<file path="src/rtl/ser_pkg.sv">
// ser_pkg: one-hot state encoding, state width and parity helper shared by din_serializer
package ser_pkg;
    localparam int ST_W = 3;
    typedef enum logic [ST_W-1:0] {
        ST_IDLE  = 3'b001,
        ST_SHIFT = 3'b010,
        ST_PAR   = 3'b100
    } state_t;
    function automatic logic even_par(input logic [63:0] w);
        return ^w;
    endfunction
endpackage

</file>
<file path="src/rtl/din_serializer_if.sv">
// din_serializer_if: word handshake and serial output bundle for din_serializer
interface din_serializer_if #(parameter int WIDTH = 8);
    logic             Load;
    logic [WIDTH-1:0] Pdata;
    logic             Ready;
    logic             Dout;
    logic             Dvalid;
    logic             Last;
    logic             Busy;
    modport master (output Load, Pdata, input Ready, Dout, Dvalid, Last, Busy);
    modport slave  (input Load, Pdata, output Ready, Dout, Dvalid, Last, Busy);
endinterface

</file>
<file path="src/rtl/ser_bit_counter.sv">
// ser_bit_counter: clear/enable bit counter flagging terminal count at WIDTH-1
module ser_bit_counter #(
    parameter int WIDTH = 8
) (
    input  logic clk,
    input  logic rst_n,
    input  logic clr,
    input  logic en,
    output logic tc
);
    localparam int CW = $clog2(WIDTH);
    logic [CW-1:0] cnt_q, cnt_d;
    // clear takes priority over counting
    always_comb cnt_d = clr ? '0 : en ? cnt_q + CW'(1) : cnt_q;
    // count register
    always_ff @(posedge clk or negedge rst_n)
        if (!rst_n) cnt_q <= '0;
        else cnt_q <= cnt_d;
    assign tc = cnt_q == CW'(WIDTH - 1);
endmodule

</file>
<file path="src/rtl/din_serializer.sv">
// din_serializer: WIDTH-bit word to serial Dout with Dvalid/Last strobes; SER_PARITY_EN appends an even-parity bit
module din_serializer
    import ser_pkg::*;
#(
    parameter int WIDTH     = 8,
    parameter bit MSB_FIRST = 1'b1,
    parameter bit IDLE_LVL  = 1'b0
) (
    input logic              Clk,
    input logic              Reset_n,
    din_serializer_if.slave  bus
);
    state_t           state_q, state_d;
    logic [WIDTH-1:0] sh_q, sh_d, sh_nxt;
    logic             dout_q, dout_d, dvalid_q, dvalid_d;
    logic             cnt_clr, cnt_en, tc, accept;
`ifdef SER_PARITY_EN
    logic             par_q, par_d;
`endif

    ser_bit_counter #(.WIDTH(WIDTH)) u_cnt (
        .clk   (Clk),
        .rst_n (Reset_n),
        .clr   (cnt_clr),
        .en    (cnt_en),
        .tc    (tc)
    );

    function automatic logic head(input logic [WIDTH-1:0] w);
        return MSB_FIRST ? w[WIDTH-1] : w[0];
    endfunction

`ifdef SER_PARITY_EN
    assign bus.Ready = state_q == ST_IDLE || state_q == ST_PAR;
    assign bus.Last  = state_q == ST_PAR;
`else
    assign bus.Ready = state_q == ST_IDLE || (state_q == ST_SHIFT && tc);
    assign bus.Last  = state_q == ST_SHIFT && tc;
`endif
    assign accept  = bus.Load && bus.Ready;
    assign sh_nxt  = MSB_FIRST ? {sh_q[WIDTH-2:0], 1'b0} : {1'b0, sh_q[WIDTH-1:1]};
    assign bus.Dout   = dout_q;
    assign bus.Dvalid = dvalid_q;
    assign bus.Busy   = dvalid_q;

    // next state, next shift contents and next registered serial outputs
    always_comb begin
        state_d  = state_q;
        sh_d     = sh_q;
        dout_d   = IDLE_LVL;
        dvalid_d = 1'b0;
        cnt_clr  = 1'b0;
        cnt_en   = 1'b0;
`ifdef SER_PARITY_EN
        par_d    = par_q;
`endif
        case (state_q)
            ST_IDLE: state_d = ST_IDLE;
            ST_SHIFT:
                if (!tc) begin
                    cnt_en   = 1'b1;
                    sh_d     = sh_nxt;
                    dout_d   = head(sh_nxt);
                    dvalid_d = 1'b1;
                end
`ifdef SER_PARITY_EN
                else begin
                    state_d  = ST_PAR;
                    dout_d   = par_q;
                    dvalid_d = 1'b1;
                end
            ST_PAR: state_d = ST_IDLE;
`else
                else state_d = ST_IDLE;
`endif
            default: state_d = ST_IDLE;
        endcase
        if (accept) begin
            state_d  = ST_SHIFT;
            sh_d     = bus.Pdata;
            dout_d   = head(bus.Pdata);
            dvalid_d = 1'b1;
            cnt_clr  = 1'b1;
`ifdef SER_PARITY_EN
            par_d    = even_par(64'(bus.Pdata));
`endif
        end
    end

    // state, shift register and registered outputs; reset discards any partial frame
    always_ff @(posedge Clk or negedge Reset_n)
        if (!Reset_n) begin
            state_q  <= ST_IDLE;
            sh_q     <= '0;
            dout_q   <= IDLE_LVL;
            dvalid_q <= 1'b0;
`ifdef SER_PARITY_EN
            par_q    <= 1'b0;
`endif
        end else begin
            state_q  <= state_d;
            sh_q     <= sh_d;
            dout_q   <= dout_d;
            dvalid_q <= dvalid_d;
`ifdef SER_PARITY_EN
            par_q    <= par_d;
`endif
        end
endmodule

</file>
<file path="src/flat_wrapper.sv">
// flat-port wrapper written by rule: the top's interface ports become plain ports
module din_serializer_flat import ser_pkg::*;
#(
    parameter int WIDTH     = 8,
    parameter bit MSB_FIRST = 1'b1,
    parameter bit IDLE_LVL  = 1'b0
)
  (Clk, Reset_n, bus_Load, bus_Pdata, bus_Ready, bus_Dout, bus_Dvalid, bus_Last, bus_Busy);
  din_serializer_if #(.WIDTH(WIDTH)) bus_i ();
  input logic Clk;
  input logic Reset_n;
  input wire logic [$bits(bus_i.Load)-1:0] bus_Load;
  input wire logic [$bits(bus_i.Pdata)-1:0] bus_Pdata;
  output wire logic [$bits(bus_i.Ready)-1:0] bus_Ready;
  output wire logic [$bits(bus_i.Dout)-1:0] bus_Dout;
  output wire logic [$bits(bus_i.Dvalid)-1:0] bus_Dvalid;
  output wire logic [$bits(bus_i.Last)-1:0] bus_Last;
  output wire logic [$bits(bus_i.Busy)-1:0] bus_Busy;
  assign bus_i.Load = bus_Load;
  assign bus_i.Pdata = bus_Pdata;
  assign bus_Ready = bus_i.Ready;
  assign bus_Dout = bus_i.Dout;
  assign bus_Dvalid = bus_i.Dvalid;
  assign bus_Last = bus_i.Last;
  assign bus_Busy = bus_i.Busy;
  din_serializer #(.WIDTH(WIDTH), .MSB_FIRST(MSB_FIRST), .IDLE_LVL(IDLE_LVL)) u_core (.Clk(Clk), .Reset_n(Reset_n), .bus(bus_i));
endmodule
</file>
<file path="config.mk">
export PLATFORM = sky130hd
export DESIGN_NAME = din_serializer_flat
export DESIGN_NICKNAME = d
export VERILOG_FILES = /design/src/rtl/ser_pkg.sv /design/src/rtl/din_serializer_if.sv /design/src/rtl/ser_bit_counter.sv /design/src/rtl/din_serializer.sv /design/src/flat_wrapper.sv
export SDC_FILE = /design/constraint.sdc
export NUM_CORES = 1
export LEC_CHECK = 0
export CAP_MARGIN = 10
export CELL_PAD_IN_SITES_DETAIL_PLACEMENT = 0
export CELL_PAD_IN_SITES_GLOBAL_PLACEMENT = 1
export CORE_UTILIZATION = 29
export DETAILED_ROUTE_END_ITERATION = 10
export GPL_TIMING_DRIVEN = 0
export PLACE_DENSITY = 0.59
export RECOVER_POWER = 100
export SYNTH_ARGS = -nofsm -noshare
export SYNTH_HDL_FRONTEND = slang
export SYNTH_SLANG_ARGS = --single-unit
</file>
<file path="constraint.sdc">
create_clock -name Clk -period 3.1 [get_ports Clk]
set_clock_uncertainty 0.15 [all_clocks]
set_input_delay 0.62 -clock Clk [delete_from_list [all_inputs] [get_ports Clk]]
set_output_delay 0.62 -clock Clk [all_outputs]
set_load 0.1 [all_outputs]
</file>
== After elaboration in Yosys (flattened, before gate mapping) ==
Index checks and enable logic that the tools add are counted.
Operators by class
  equality and inequality tests: 5
  mux-type cells: 15
  $add $sub $neg: 1
  reduce and logical (&&, ||, !) cells: 6
Operator list (count)
  $mux W7: 3
  $mux W3: 5
  $mux W1: 7
  $reduce_bool A2 Y1: 2
  $add A3 B1 Y3 const B: 1
  $eq A3 B1 Y1 const B: 1
  $eq A3 B2 Y1 const B: 1
  $eq A3 B3 Y1 const B: 1
  $ne A3 B1 Y1 const B: 1
  $logic_and A1 B1 Y1: 2
  $ne A2 B2 Y1 const B: 1
  $reduce_and A2 Y1: 1
  $logic_or A1 B1 Y1: 1
Storage, ports and cells
  flip-flop bits (word level): 15
  input port bits: 11
  word-level logic and storage cells: 32

== Depth between registers and ports, before layout ==
  depth after elaboration: 6
  gate-level depth with buffers: 6

== Cells and area by module ==
From an unflattened synthesis, not the netlist that was laid out.
Unflattened totals
  cells, all modules: 48
  area total of the unflattened synthesis: 663.1 µm²
Modules (own cells, without submodules)
  din_serializer: times used 1, seq. area each 276.5 µm², area each 523.0 µm², cells an instance 37
  ser_bit_counter: times used 1, seq. area each 75.1 µm², area each 140.1 µm², cells an instance 11

== Worst setup path after synthesis ==
Ideal clock, no wire load.
  kind: flip-flop to output port
  from: reg u_core.u_cnt.cnt_q[0]
  to: out bus_Ready
  data arrival time: 1693 ps
  cell stages (with the launch flop): 6
  data required time: 2330 ps
  slack: 637 ps
  buffers on the path: 1
  cell sequence: dfrtp_1 -> ha_1 -> ha_1 -> and3b_1 -> buf_6 -> or2_2
On the way
  longest elaborated chain between the ends: 3
RTL lines
  start, declared: RTL line ser_bit_counter.sv:12  | logic [CW-1:0] cnt_q, cnt_d;
  start signal, assigned: RTL line ser_bit_counter.sv:18  | else cnt_q <= cnt_d;
  $eq A3 B3 Y1: RTL line ser_bit_counter.sv:19  | assign tc = cnt_q == CW'(WIDTH - 1);
  $logic_and A1 B1 Y1
  via bus_Last: RTL line flat_wrapper.sv:17  | output wire logic [$bits(bus_i.Last)-1:0] bus_Last;
  $logic_or A1 B1 Y1: RTL line din_serializer.sv:37  | assign bus.Ready = state_q == ST_IDLE || (state_q == ST_SHIFT && tc);
  end, declared: RTL line flat_wrapper.sv:14  | output wire logic [$bits(bus_i.Ready)-1:0] bus_Ready;
The timed path passes the listed nets, and every way through them passes these cells.

== Final worst setup path ==
  from: reg u_core.u_cnt.cnt_q[0]
  to: out bus_Last
On the way
  longest elaborated chain between the ends: 2
RTL lines
  $eq A3 B3 Y1: RTL line ser_bit_counter.sv:19
  $logic_and A1 B1 Y1: RTL line din_serializer.sv:38  | assign bus.Last = state_q == ST_SHIFT && tc;
  end, declared: RTL line flat_wrapper.sv:17
Every way passes these cells.

==> summary.txt <==
Outcome
  – Status: finished, final reports clean

Place
  – Port Buffers: 15
  – Post-placement cell count: 92
  – Routability cong.: 0.6487
  – Post-placement cell area: 873.3 um2

Synth
  – Largest area contributor in the netlist: dfrtp_1
  – Top-area cell type share of the netlist area: 47.27%
  – #FFs+latches synth: 14
  – Avg Cell Area, Syn: 14.04 um2
  – Post-synthesis simple-gate area fraction: 10.73%
  – Syn. warnings: 0
  – Cell Area, Synth: 688.2 um2
  – Post-Synth XOR/XNOR Area: 1.273%
  – Synth Area in Compound Gates: 4.727%
  – Leading post-synthesis cells by cell area: dfrtp_1 47%, mux2_2 21%, dfstp_2 3.8%, ha_1 3.6%, buf_6 3.3%
  – Post-synth ARST share: 100.0%
  – Seq/Total Area, Yosys: 51.09%
  – Syn nets: 62
  – Main combinational cell family by area after synthesis: multiplexers
  – Post-synth EDFFs: 0
  – Synthesized instance count: 49
  – Commonest register cell after synthesis: dfrtp_1
  – Netlist cell types: 17
  – Adder-cell share of the synthesized area: 3.636%
  – Synth cell count leaders: 13 x dfrtp_1, 13 x mux2_2, 4 x nor2_1
  – Post-synthesis mux area share: 24.18%

Route
  – Iter 0 DRT Violations: 0
  – DR DRC count: 0
  – DRT Pass-1 Iters: 1
  – Total Wirelength: 1.045 mm
  – Via count: 423
  – Drt via density: 4.406
  – Antenna-violating nets left: 0
  – DR WL/cell: 10.89 um

CTS
  – Skew-Pair Late Insertion Delay: 0.27 ns
  – Clk sinks: 14
  – Root buffer cell: clkbuf_4
  – CTS Buf Count: 3
  – Clock tree buffer depth: 2
  – # hold bufs at CTS: 0
  – CTS tree: built
  – H-Tree Depth: 1
  – Reg clk slew, reported paths: 0.08 ns

Floorplan
  – Die area: 2572 um2
  – Row cnt: 17
  – Initial Util: 30.81%
  – Die Width: 50.72 um
  – IO Pins: 16
  – Die H: 50.72 um
  – Core area: 2233 um2

Global route
  – All-Layer GR Usage: 9.803%
  – Met2 Track Usage GR: 16.00%
  – Antenna violations before repair: 0
  – Grt total ovfl: 0
  – Largest net degree at the start of global routing: 15
  – Vias in the first global route: 436
  – Top Usage Layer GRT: met2
  – Met1 GRT Util: 12.01%
  – First-pass GRT wire length: 1.883 mm
  – GR Util met3: 1.818%

Pwr
  – Power density over the cells: 1010 nW/um2
  – Maximum vdd drop: 0.4808 mV
  – P_leak: 0.3841 nW

Timing
  – Worst hold slack: 0.3681 ns
  – RSZ-0062 raised after global routing: false
  – Worst Max-Slew Pin Slew: 1.163 ns
  – Rel. slew slack: 22.83%
  – Final max-slew violation count: 0
  – Final setup violation count: 0
  – Period utilization: 92.53%
  – Number of hold violations in the final report: 0
  – Achievable frequency: 348.6 MHz
  – Fin crit period: 2.869 ns

Final layout
  – Share of cells above drive strength 1: 32.35%
  – Final core occ: 38.94%
  – Post-route insts no fill: 96
  – Ant diodes: 0
  – Nets: 82
  – Area Overhead vs Synth: 26.36%
  – Fill count: 238
  – Final Cell Area: 869.6 um2

Min path
  – Hold EP: u_core.bus.Dout$_DFF_PN0_
  – Min-Delay Path Depth: 1
  – Worst min path class: reg -> reg
  – Min-Delay Startpoint: u_core.sh_q[6]$_DFFE_PN0P_

Critical path
  – Crit path DAT: 2.10 ns
  – CP Class: reg -> out
  – CP required: 2.33 ns
  – Cell mode on critical path: ha_1
  – CP cell instances: ha_1 > ha_1 > and3b_1 > buf_6 > clkbuf_1
  – Crit-path max cell delay: 0.86 ns
  – Crit end category: output port
  – Worst path slowest cell: clkbuf_1
  – Crit path max-delay family: buffers and inverters
  – Worst-case reg-to-reg path depth: 6
  – Reg2reg start: u_core.u_cnt.cnt_q[0]$_DFFE_PN0P_
  – WP buf/inv: 2
  – Startpoint Class: flip-flop
  – Reg2reg end: u_core.sh_q[5]$_DFFE_PN0P_
  – CP Max Fanout: 4
  – Reg-to-reg slack, setup: 0.32 ns

Run
  – Max Cap Viol: 0
report_power, final:
part / internal [mW] / leakage [nW] / switching [mW] / total (mW)
Combinational: 0.184 / 0.196 / 0.284 / 0.469
Clock: 0.0498 / 0.0150 / 0.0556 / 0.105
Sequential: 0.267 / 0.173 / 0.0374 / 0.305
Total: 0.501 / 0.384 / 0.377 / 0.879
cells in the final DEF, fill, tap and decap left out, drive strengths merged:
cell	count
a22o	1
and3b	1
buf	2
clkbuf	7
clkdlybuf4s50	9
dfrtp	13
dfstp	1
dlygate4sd3	4
ha	2
mux2	13
mux2i	2
nor2	4
nor2b	2
nor3b	1
o21a	1
o21ai	1
or2	3
xnor2	1
area by class of cell:
type | instances | area [um2] | area share [%]
clock buffer | 4 | 26.28 | 3.022
buffer | 3 | 22.52 | 2.590
timing repair buffer | 15 | 138.9 | 15.97
tap | 28 | 35.03 | 4.029
multi-input combinational | 32 | 295.3 | 33.96
sequential | 14 | 351.6 | 40.43
flip-flops by register name, summed over array words and instances (netlist names):
register and count:
u_core.state_q 2, u_core.u_cnt.cnt_q 3, u_core.sh_q 7, u_core.bus.Dout 1
u_core.bus.Busy 1
layer usage:
| metal | share of wire, % | wire (um) |
|---|---|---|
| met5 | 0 | 0 |
| met4 | 0.77 | 8 |
| met3 | 5.0 | 52 |
| met2 | 47 | 494 |
| met1 | 47 | 489 |
through the flow:
stage                     total power [mW]  setup TNS (ns)  setup WS [ns]
after detailed placement            0.8123        -0.04005       -0.04005
after global placement              0.8082        -0.03910       -0.03910
final                               0.8786               0         0.2315
after CTS                           0.9149               0        0.03475
after global routing                0.9379               0         0.1131
after floorplan                     0.7108               0         0.6370
repair_timing:
| item | in CTS | in global routing |
|---|---|---|
| resized for setup | 2 | 2 |
| setup endpoints to repair | 2 | 1 |
| gates cloned | 0 | 0 |
| buffers inserted | 0 | 0 |
worst register-to-register path, stage by stage (launching register included):
cell and delay, ns:
dfrtp_1 0.40, ha_1 0.21, ha_1 0.19, nor3b_1 0.61
clkbuf_1 0.50, mux2_2 0.39, mux2_2 0.25
logic make-up after synthesis:
group | count (synthesis)
muxes | 15
AOI/OAI and AO/OA | 3
adders and majority gates | 2
xor gates and xnor gates | 1
and+or+nand+nor | 11
DFF | 14
buffers and inverters | 3
worst max path at each step:
stage / from / to / slack [ns] / cells past startpoint
after floorplan: u_core.u_cnt.cnt_q[0]$_DFFE_PN0P_ / bus_Ready / 0.64 / 5
after global placement: u_core.u_cnt.cnt_q[0]$_DFFE_PN0P_ / bus_Ready / -0.04 / 6
after detailed placement: u_core.u_cnt.cnt_q[0]$_DFFE_PN0P_ / bus_Ready / -0.04 / 6
after CTS: u_core.u_cnt.cnt_q[0]$_DFFE_PN0P_ / bus_Ready / 0.03 / 6
after global routing: u_core.u_cnt.cnt_q[0]$_DFFE_PN0P_ / bus_Last / 0.11 / 5
final: u_core.u_cnt.cnt_q[0]$_DFFE_PN0P_ / bus_Last / 0.23 / 5
(Power assumes the default switching activity.)
